### src/rtl/uart_cmd_parser.sv
// Frame-level command parser between the UART RX byte stream and the rover command port.
// Frames are SOF, ID, LEN, PAYLOAD[LEN], CHK; each frame is answered with ACK or NAK on the TX port.
module uart_cmd_parser #(
    parameter int         MAX_PAYLOAD  = 4,
    parameter logic [7:0] SOF_BYTE     = 8'hA5,
    parameter logic [7:0] ACK_BYTE     = 8'h06,
    parameter logic [7:0] NAK_BYTE     = 8'h15,
    parameter int         TIMEOUT_CLKS = 480000
) (
    input  logic                               clk,
    input  logic                               reset,
    input  logic                               rx_valid,
    input  logic [7:0]                         rx_data,
    output logic                               cmd_vld,
    input  logic                               cmd_rdy,
    output logic [7:0]                         cmd_id,
    output logic [$clog2(MAX_PAYLOAD+1)-1:0]   cmd_len,
    output logic [8*MAX_PAYLOAD-1:0]           cmd_payload,
    output logic                               tx_vld,
    input  logic                               tx_rdy,
    output logic [7:0]                         tx_data,
    output logic                               err_len,
    output logic                               err_checksum,
    output logic                               err_timeout,
    output logic                               err_overrun
);

    localparam int LEN_W = $clog2(MAX_PAYLOAD + 1);
    localparam int CNT_W = $clog2(TIMEOUT_CLKS);

    typedef enum logic [2:0] {
        IDLE,
        GET_ID,
        GET_LEN,
        GET_PAYLOAD,
        GET_CHK,
        DELIVER,
        RESPOND
    } state_t;

    state_t                   state_q;
    logic [7:0]               sum_q;
    logic [7:0]               sum_d;
    logic [LEN_W-1:0]         idx_q;
    logic [LEN_W-1:0]         idx_d;
    logic [CNT_W-1:0]         cnt_q;
    logic                     cmd_vld_q;
    logic [7:0]               cmd_id_q;
    logic [LEN_W-1:0]         cmd_len_q;
    logic [8*MAX_PAYLOAD-1:0] payload_q;
    logic                     tx_vld_q;
    logic [7:0]               tx_data_q;
    logic                     err_len_q;
    logic                     err_checksum_q;
    logic                     err_timeout_q;
    logic                     err_overrun_q;

    always_comb begin
        sum_d = sum_q + rx_data;
        idx_d = idx_q + 1'b1;
    end

    always_ff @(posedge clk or negedge reset) begin
        if (!reset) begin
            state_q        <= IDLE;
            sum_q          <= '0;
            idx_q          <= '0;
            cnt_q          <= '0;
            cmd_vld_q      <= 1'b0;
            cmd_id_q       <= '0;
            cmd_len_q      <= '0;
            payload_q      <= '0;
            tx_vld_q       <= 1'b0;
            tx_data_q      <= '0;
            err_len_q      <= 1'b0;
            err_checksum_q <= 1'b0;
            err_timeout_q  <= 1'b0;
            err_overrun_q  <= 1'b0;
        end else begin
            err_len_q      <= 1'b0;
            err_checksum_q <= 1'b0;
            err_timeout_q  <= 1'b0;
            err_overrun_q  <= 1'b0;
            case (state_q)
                IDLE: begin
                    if (rx_valid && rx_data == SOF_BYTE) begin
                        state_q   <= GET_ID;
                        payload_q <= '0;
                        sum_q     <= '0;
                        cnt_q     <= '0;
                    end
                end
                GET_ID, GET_LEN, GET_PAYLOAD, GET_CHK: begin
                    // An arriving byte always beats a timeout expiring on the same cycle.
                    if (rx_valid) begin
                        cnt_q <= '0;
                        case (state_q)
                            GET_ID: begin
                                cmd_id_q <= rx_data;
                                sum_q    <= sum_d;
                                state_q  <= GET_LEN;
                            end
                            GET_LEN: begin
                                if (rx_data > 8'(MAX_PAYLOAD)) begin
                                    err_len_q <= 1'b1;
                                    tx_data_q <= NAK_BYTE;
                                    tx_vld_q  <= 1'b1;
                                    state_q   <= RESPOND;
                                end else begin
                                    cmd_len_q <= rx_data[LEN_W-1:0];
                                    sum_q     <= sum_d;
                                    idx_q     <= '0;
                                    state_q   <= (rx_data == 8'd0) ? GET_CHK : GET_PAYLOAD;
                                end
                            end
                            GET_PAYLOAD: begin
                                for (int k = 0; k < MAX_PAYLOAD; k++) begin
                                    if (idx_q == LEN_W'(k)) begin
                                        payload_q[8*k +: 8] <= rx_data;
                                    end
                                end
                                sum_q <= sum_d;
                                idx_q <= idx_d;
                                if (idx_d == cmd_len_q) begin
                                    state_q <= GET_CHK;
                                end
                            end
                            default: begin
                                if (rx_data == sum_q) begin
                                    cmd_vld_q <= 1'b1;
                                    state_q   <= DELIVER;
                                end else begin
                                    err_checksum_q <= 1'b1;
                                    tx_data_q      <= NAK_BYTE;
                                    tx_vld_q       <= 1'b1;
                                    state_q        <= RESPOND;
                                end
                            end
                        endcase
                    end else if (cnt_q == CNT_W'(TIMEOUT_CLKS - 1)) begin
                        err_timeout_q <= 1'b1;
                        cnt_q         <= '0;
                        state_q       <= IDLE;
                    end else begin
                        cnt_q <= cnt_q + 1'b1;
                    end
                end
                DELIVER: begin
                    if (rx_valid) begin
                        err_overrun_q <= 1'b1;
                    end
                    if (cmd_rdy) begin
                        cmd_vld_q <= 1'b0;
                        tx_data_q <= ACK_BYTE;
                        tx_vld_q  <= 1'b1;
                        state_q   <= RESPOND;
                    end
                end
                RESPOND: begin
                    if (rx_valid) begin
                        err_overrun_q <= 1'b1;
                    end
                    if (tx_rdy) begin
                        tx_vld_q <= 1'b0;
                        state_q  <= IDLE;
                    end
                end
                default: begin
                    state_q <= IDLE;
                end
            endcase
        end
    end

    assign cmd_vld      = cmd_vld_q;
    assign cmd_id       = cmd_id_q;
    assign cmd_len      = cmd_len_q;
    assign cmd_payload  = payload_q;
    assign tx_vld       = tx_vld_q;
    assign tx_data      = tx_data_q;
    assign err_len      = err_len_q;
    assign err_checksum = err_checksum_q;
    assign err_timeout  = err_timeout_q;
    assign err_overrun  = err_overrun_q;

endmodule

### config.mk
export PLATFORM = sky130hd
export DESIGN_NAME = uart_cmd_parser
export DESIGN_NICKNAME = d
export VERILOG_FILES = /design/src/rtl/uart_cmd_parser.sv
export SDC_FILE = /design/constraint.sdc
export NUM_CORES = 1
export LEC_CHECK = 0
export ABC_AREA = 1
export BUFFER_PORTS_ARGS = -buffer_cell sky130_fd_sc_hd__buf_2
export CAP_MARGIN = 20
export CORE_MARGIN = 2
export CORE_UTILIZATION = 35
export CTS_BUF_LIST = sky130_fd_sc_hd__clkbuf_4
export DETAILED_ROUTE_END_ITERATION = 8
export GPL_ROUTABILITY_DRIVEN = 0
export PLACE_DENSITY_LB_ADDON = 0.25
export SETUP_SLACK_MARGIN = 0.15
export SLEW_MARGIN = 10
export SYNTH_ARGS = -nofsm -noshare
export SYNTH_HDL_FRONTEND = slang
export SYNTH_SLANG_ARGS = --single-unit
### constraint.sdc
create_clock -name clk -period 3.9 [get_ports clk]
set_input_delay 0.585 -clock clk [delete_from_list [all_inputs] [get_ports clk]]
set_output_delay 0.585 -clock clk [all_outputs]
set_load 0.01 [all_outputs]
# After elaboration in Yosys (flattened, before gate mapping)
# Cells that the tools add are included.
[totals]
ff_bits = 90
out_inout_bits = 57
elab_cells = 140
[classes]
reduce_logical = 25
n_eq_ne = 32
bitwise_logic = 1
addsub = 3
n_mux = 61
order_cmp = 1
[ops]
columns = ["op", "n"]
rows = [
  ["2-to-1 mux 32 bit", 3],
  ["2-to-1 mux 8 bit", 11],
  ["one-hot mux 32 bit (2 select lines)", 1],
  ["one-hot mux 8 bit (2 select lines)", 4],
  ["2-to-1 mux 19 bit", 3],
  ["one-hot mux 19 bit (2 select lines)", 1],
  ["AND reduction 5 bit", 7],
  ["2-to-1 mux 3 bit", 9],
  ["!= test 2 bit, second input constant", 13],
  ["2-to-1 mux 1 bit", 22],
  ["adder 19 x 1 -> 19 bit, second input constant", 1],
  ["equality test 19 bit, second input constant", 1],
  ["!= test 3 bit, second input constant", 5],
  ["equality test 3 x 2 -> 1 bit, second input constant", 4],
  ["one-hot mux 3 bit (4 select lines)", 1],
  ["equality test 3 bit, second input constant", 3],
  ["one-hot mux 3 bit (3 select lines)", 1],
  ["adder 8 bit", 1],
  ["equality test 8 bit", 1],
  ["equality test 8 bit, second input constant", 1],
  ["> comparator 8 x 3 -> 1 bit, second input constant", 1],
  ["zero test 8 bit", 1],
  ["AND reduction 4 bit", 2],
  ["AND reduction 7 bit", 1],
  ["19 further kinds", 25],
]

# Logic depth before layout (Yosys ltp)
# Gate-level depths: netlist (run 1).
[logic_depth]
depth_word = 6
depth_mapped = 11
mapped_depth_nobuf = 11

# Least setup slack after synthesis (run 1)
# OpenSTA, ideal clock, no wires.
[synth_path]
path_type = "input-to-reg"
start = "in rx_data[0]"
end = "reg sum_q[4]"
cell_stages = 7
slack_ns = 2.066
t_required_ns = 3.782
t_arrival_ns = 1.716
cell_sequence = "ha_1 -> fa_1 -> nand3_1 -> nand2_1 -> or2_2 -> nand3_1 -> nand2_1"
[synth_between]
elab_chain_len = 5
word_cells_on_any_way = 11
cone_classes = "1 x add/sub; 1 x order compare; 3 x eq/ne; 4 x mux; 2 x reduce/logical"
[synth_rtl]
columns = ["element", "line_no", "text"]
rows = [
  ["from (decl)", "13", "input logic [7:0] rx_data,"],
  ["adder 8 bit", "59", "sum_d = sum_q + rx_data;"],
  ["2-to-1 mux 8 bit", "104", "if (rx_data > 8'(MAX_PAYLOAD)) begin"],
  ["one-hot mux 8 bit (2 select lines)", "97", "case (state_q)"],
  ["2-to-1 mux 8 bit", "95", "if (rx_valid) begin"],
  ["one-hot mux 8 bit (2 select lines)", "84", "case (state_q)"],
  ["to (signal assigned)", "100", "sum_q <= sum_d;"],
  ["to (signal assigned)", "111", "sum_q <= sum_d;"],
  ["to (signal assigned)", "122", "sum_q <= sum_d;"],
  ["to (decl)", "42", "logic [7:0] sum_q;"],
]
# Several ways; a longest one is shown, not always the timed one. The select of a mux whose other input is x is not followed.
# A chain may end at the register's enable or synchronous reset.

# Worst setup path in the final report (run 1)
[layout_path]
start = "reg cnt_q[0]"
end = "reg cnt_q[18]"
[layout_between]
elab_chain_len = 4
word_cells_on_any_way = 5
cone_classes = "1 x add/sub; 1 x eq/ne; 3 x mux"
[layout_rtl]
columns = ["element", "line_no", "text"]
rows = [
  ["from (decl)", "46", "logic [CNT_W-1:0] cnt_q;"],
  ["from (signal assigned)", "145", "cnt_q <= cnt_q + 1'b1;"],
  ["adder 19 x 1 -> 19 bit or equality test 19 bit (tied branches)", "145, 140", ""],
  ["2-to-1 mux 19 bit (*)", "140", "end else if (cnt_q == CNT_W'(TIMEOUT_CLKS - 1)) begin"],
  ["2-to-1 mux 19 bit (*)", "95", ""],
  ["one-hot mux 19 bit (2 select lines) (*)", "84", ""],
]
# Mark *: on every way between the ends. The rest lies on a longest branch, timed or not.

==> flow_summary.json, run 1 <==
{
  "status": "complete, no violations",
  "cp.arrival_ns": 2.61,
  "cp_cell_sequence": "ha_1, nand2_1, nor2_1, nand2_1, inv_1, nand4_1, nand2_1, inv_1, nor2_1, nor2_1",
  "grt_first_pass_wirelength_mm": 18.9,
  "clockRootBuffer": "clkbuf_4",
  "antenna_found_initial": 0,
  "dr.first_iter.drc_count": 221,
  "drt-pass1-iter-count": 4,
  "rr_startpoint": "cnt_q[0]",
  "timing.fmax_mhz": 440,
  "p_leak_nw": 2.63,
  "final_cell_mix": "182 x nand2_1, 85 x dfrtp_1, 64 x buf_2, 57 x o21ai_0, 53 x nor2_1",
  "cts_made_buffers": 9,
  "finalSetupTns_ns": 0,
  "viasPerCell": 4.92,
  "holdCritPathClass": "in2async",
  "drcViolationCount": 0,
  "ys_top_cells_by_area": "dfrtp_1 47%, nand2_1 15%, o21ai_0 6.3%",
  "gr-usage-met1_pct": 24.0,
  "routedWlPerCell_um": 13.7,
  "grt_max_degree": 86,
  "holdBufCountCts": 0,
  "finalCritPeriodShare_pct": 58.3,
  "crit_required_ns": 4.24,
  "core_um2": 12600,
  "cellPowerDensity_nw_per_um2": 679,
  "wl_mm": 11.2,
  "final_common_cell": "nand2_1",
  "nNetsFinal": 667,
  "max_slew.worst_pin.slew_ns": 0.530,
  "rsz0062_at_grt": "false",
  "place_area_um2": 4970,
  "syn-cell-area_um2": 4540,
  "antennaDiodeCount": 0,
  "postLayoutCellArea_um2": 5110,
  "dieWidth_um": 118,
  "grtUsageMet2_pct": 25.3,
  "max-cap-violations": 0,
  "synth.avg_cell_area_um2": 7.85,
  "r2r_cells": 10,
  "finalCoreUtilization_pct": 40.5,
  "cp-end-kind": "register",
  "critPathTopFamily": "simple AND/OR/NAND/NOR gates",
  "grt-ovfl-total": 0,
  "max_stage_delay_ns": 0.53,
  "synth-seq-area-share_pct": 46.9,
  "pin_count": 70,
  "synth.top_cell.area_share_pct": 46.9,
  "clkLatencyLatePin_ns": 0.47,
  "die_h_um": 118,
  "critPathMaxFanout": 9,
  "ant_nets": 0,
  "initial_core_util_pct": 36.0,
  "hold_violations": 0,
  "min_period_ns": 2.27,
  "power_mw": 3.47,
  "grt_pass1_vias": 3798,
  "critical-path-slowest-cell": "dfrtp_1",
  "nFillCells": 1338,
  "setup_viol": 0,
  "place_inst": 800,
  "cp_num_buf_inv": 2,
  "busiest_layer": "met2",
  "synth_cell_types": 32,
  "h-tree-depth": 3,
  "rr_endpoint": "cnt_q[18]",
  "cts_tree": "built",
  "dp_hpwl_mm": 8.22,
  "worstSetupPathType": "reg2reg",
  "yosys_warnings": 0,
  "portBuffers": 65,
  "vias": 4014,
  "irDropWorstVdd_v": 0.000289,
  "post-cts-setup-buffer-count": 0,
  "clock-sinks": 85,
  "slew_headroom_pct": 64.6,
  "clk_pin_slew_ns": 0.16,
  "r2r_slack_ns": 1.63,
  "finalNonFillerCells": 816,
  "drive_gt1_share_pct": 14.8,
  "clockBufferDepth": 2,
  "drv_slew": 0,
  "postCtsResizedCells": 0,
  "area_growth_pct": 12.6,
  "grtUsageTotal_pct": 16.9,
  "syn_inst": 578,
  "critPathLaunchType": "register",
  "met3_usage_pct": 3.25,
  "worst_clock_skew_ns": 0.0277,
  "dieArea_um2": 13900,
  "ys_seq_elements": 85,
  "rows": 41,
  "yosysTopAreaCell": "dfrtp_1"
}
[cells in the mapped netlist]
library cell  count
nand2_1         182
dfrtp_1          85
o21ai_0          57
nor2_1           53
inv_1            52
nand3_1          30
nand4_1          22
ha_1             13
a21oi_1          11
xor2_1           11
buf_4             7
nand2_2           7
o21ai_1           6
buf_2             4
buf_6             4
clkbuf_1          4
nand3b_1          4
nor3_1            4
xnor2_1           4
mux2_2            3
o22ai_1           3
inv_2             2
a21boi_0          1
a21o_1            1
clkinv_1          1
conb_1            1
fa_1              1
mux2i_1           1
nor2_8            1
o211ai_1          1
o32ai_1           1
or2_2             1
[power breakdown]
part           internal (mW)  total [mW]  leakage (nW)  switching, mW
clock network          0.132       0.465        0.0604          0.333
logic                  0.562        1.70          1.46           1.13
registers               1.14        1.31          1.11          0.167
total                   1.83        3.47          2.63           1.63
[metrics by stage]
stage               hold slack (ns)  setup slack [ns]
finish                       0.0189              1.63
global route                 0.0334              1.45
CTS                           0.340              1.68
detailed placement            0.454              1.65
global placement              0.449              1.69
floorplan                     0.289              2.07
[cells by family (layout without fill, tap and decap cells)]
family                     after synthesis  count (layout)  synth area share [%]
AOI/OAI and AO/OA                       81              81                  9.26
and+or+nand+nor                        304             304                  28.4
muxes                                    4               4                 0.965
DFF                                     85              85                  46.9
adders and majority gates               14              14                  4.03
xor gates and xnor gates                15              15                  2.89
buffers and inverters                   74             137                  7.47
other                                    1               4                0.0826
[worst max-delay path by stage]
stage          startpoint         end  slack, ns  cells after the start
2_1_floorplan  rx_data[0]    sum_q[4]       2.07                      7
3_3_place_gp   rx_data[4]    sum_q[0]       1.69                      9
3_5_place_dp   rx_data[4]    sum_q[0]       1.65                      9
4_1_cts          cnt_q[0]   cnt_q[18]       1.68                     10
5_1_grt          cnt_q[0]  state_q[0]       1.45                     11
6_report         cnt_q[0]   cnt_q[18]       1.63                     10
[state kept, by name, indices dropped and copies added, names as in the netlist]
name	count
cmd_vld	1
cmd_payload	32
err_len	1
tx_vld	1
idx_q	3
err_timeout	1
err_checksum	1
cmd_len	3
err_overrun	1
cmd_id	8
tx_data	3
sum_q	8
cnt_q	19
state_q	3
[layout make-up]
type,instances,area [um^2],area share (%)
flip-flops and latches,85,2130,41.6
clock buffers,9,67.6,1.32
multi-input cells,422,2080,40.8
inverters,55,206,4.04
clock inverters,6,46.3,0.906
repair buffers,67,363,7.10
well taps,172,215,4.21
[per-layer routing]
layer	routed length, um	part of all wire (%)	vias up
li1	-	-	1990
met5	0	0	-
met3	526	4.7	18
met4	194	1.7	0
met1	5460	49	1898
met2	5030	45	108
Note: power is estimated with default switching activity, not from simulation.
==> run 2, diff against run 1 <==
==> constraint.sdc (replaced) <==
create_clock -name clk -period 2.1 [get_ports clk]
set_input_delay 0.315 -clock clk [delete_from_list [all_inputs] [get_ports clk]]
set_output_delay 0.315 -clock clk [all_outputs]
set_load 0.01 [all_outputs]
==> flow_summary.json, run 2 (synthesis results as in run 1) <==
{
  "cts_tree": "built",
  "clockBufferDepth": 2,
  "crit_path_frequent_cell": "nand2_1",
  "grt_pass1_vias": 3996,
  "clockRootBuffer": "clkbuf_4",
  "critical-path-slowest-cell": "dfrtp_1",
  "antenna_found_initial": 0,
  "hold_violations": 0,
  "p_leak_nw": 2.71,
  "grt-ovfl-total": 0,
  "die_h_um": 118,
  "critPathMaxFanout": 3,
  "portBuffers": 65,
  "drive_gt1_share_pct": 18.4,
  "rsz0062_at_grt": "false",
  "max_stage_delay_ns": 0.44,
  "register_area_um2": 2130,
  "worstSetupPathType": "reg2reg",
  "core_um2": 12600,
  "routedWlPerCell_um": 14.3,
  "final_cell_mix": "181 x nand2_1, 84 x dfrtp_1, 64 x buf_2, 57 x o21ai_0, 52 x inv_1",
  "drv_slew": 0,
  "largest_register_ffs": 32,
  "critPathLaunchType": "register",
  "rows": 41,
  "drt-pass1-iter-count": 5,
  "crit_required_ns": 2.43,
  "dr.first_iter.drc_count": 263,
  "cp.arrival_ns": 2.16,
  "dp_hpwl_mm": 8.72,
  "timing.fmax_mhz": 544,
  "setup_viol": 0,
  "finalCritPeriodShare_pct": 87.5,
  "clk_pin_slew_ns": 0.14,
  "irDropWorstVdd_v": 0.000679,
  "holdCritPathClass": "in2reg",
  "pin_count": 70,
  "cp_num_buf_inv": 0,
  "viasPerCell": 4.91,
  "timing.hold.ws_ns": 0.131,
  "min_period_ns": 1.84,
  "drcViolationCount": 0,
  "clkLatencyLatePin_ns": 0.47,
  "initial_core_util_pct": 36.0,
  "antennaDiodeCount": 0,
  "cts_made_buffers": 9,
  "area_growth_pct": 16.5,
  "clock-sinks": 85,
  "power_mw": 6.89,
  "h-tree-depth": 3,
  "cellPowerDensity_nw_per_um2": 1300,
  "max-cap-violations": 0,
  "dieArea_um2": 13900,
  "worst_clock_skew_ns": 0.0279,
  "final_common_cell": "nand2_1",
  "finalSetupTns_ns": 0,
  "cp_cell_sequence": "ha_1, nor2_1, nand2_1, nor2_2, nand2_1, nand2_1, nand2_1, o21ai_0, o21ai_0",
  "critPathTopFamily": "simple AND/OR/NAND/NOR gates",
  "wl_mm": 11.9,
  "dieWidth_um": 118,
  "vias": 4079,
  "grtUsageTotal_pct": 17.5,
  "status": "complete, no violations",
  "nFillCells": 1320,
  "cp-end-kind": "register",
  "grt_first_pass_wirelength_mm": 19.6,
  "multiInputGateArea_um2": 2130,
  "nNetsFinal": 681,
  "ant_nets": 0,
  "grt_max_degree": 58
}
-- run 2: changes by cell type in the layout (fill, tap and decap cells not counted), sizes merged --
cell	before	now
buf	67	80
bufinv	0	1
clkinv	4	2
dlygate4sd3	0	1
inv	56	58
-- run 2: path summary, 6_finish.rpt --
path	startpoint	endpoint	slack, ns	cells after the start
max in group asynchronous	reset	cmd_id[3]	1.16	3
min	rx_data[4]	cmd_id[4]	0.13	2
min reg2reg	tx_data[2]	tx_data[2]	0.49	2
max	sum_q[1]	cmd_vld	0.26	9
max reg2reg	sum_q[1]	cmd_vld	0.26	9
min in group asynchronous	reset	cnt_q[15]	0.29	2
-- run 2: layout make-up --
class                           count  area share [%]
Multi-Input combinational cell    422            40.2
Inverter                           55            3.91
Tap cell                          172            4.07
Clock inverter                      7            1.49
Timing Repair Buffer               81            8.76
Sequential cell                    85            40.3
Clock buffer                        9            1.28
-- run 2: timing repair --
action	CTS	global route
setup endpoints to repair	0	18
endpoints found under the hold margin	28	0
hold buffers	1	0
setup buffers	0	3
gates resized for setup	0	13
-- run 2: where the power goes --
group / internal (mW) / switching [mW] / total (mW)
logic: 1.21 / 2.23 / 3.44
registers: 2.12 / 0.317 / 2.44
clock network: 0.379 / 0.636 / 1.02
-- run 2: routing by layer --
layer | global-route usage (%) | part of all wire (%) | vias to the layer above
met4 | 5.65 | 1.7 | 0
li1 | - | - | 2018
met5 | 0 | 0 | -
met2 | 27.3 | 46 | 98
met1 | 23.9 | 48 | 1944
met3 | 4.60 | 4.5 | 19
-- run 2: per-stage QoR --
stage / utilization (%) / setup slack (ns) / cells / instance area (um^2)
after floorplan: - / 0.497 / 581 / 4550
final: 41.9 / 0.262 / 831 / 5290
after global placement: 40.1 / 0.105 / 811 / 5060
after global routing: 41.9 / 0.132 / 831 / 5290
after CTS: 41.4 / 0.166 / 828 / 5220
after detailed placement: 40.1 / 0.170 / 811 / 5060
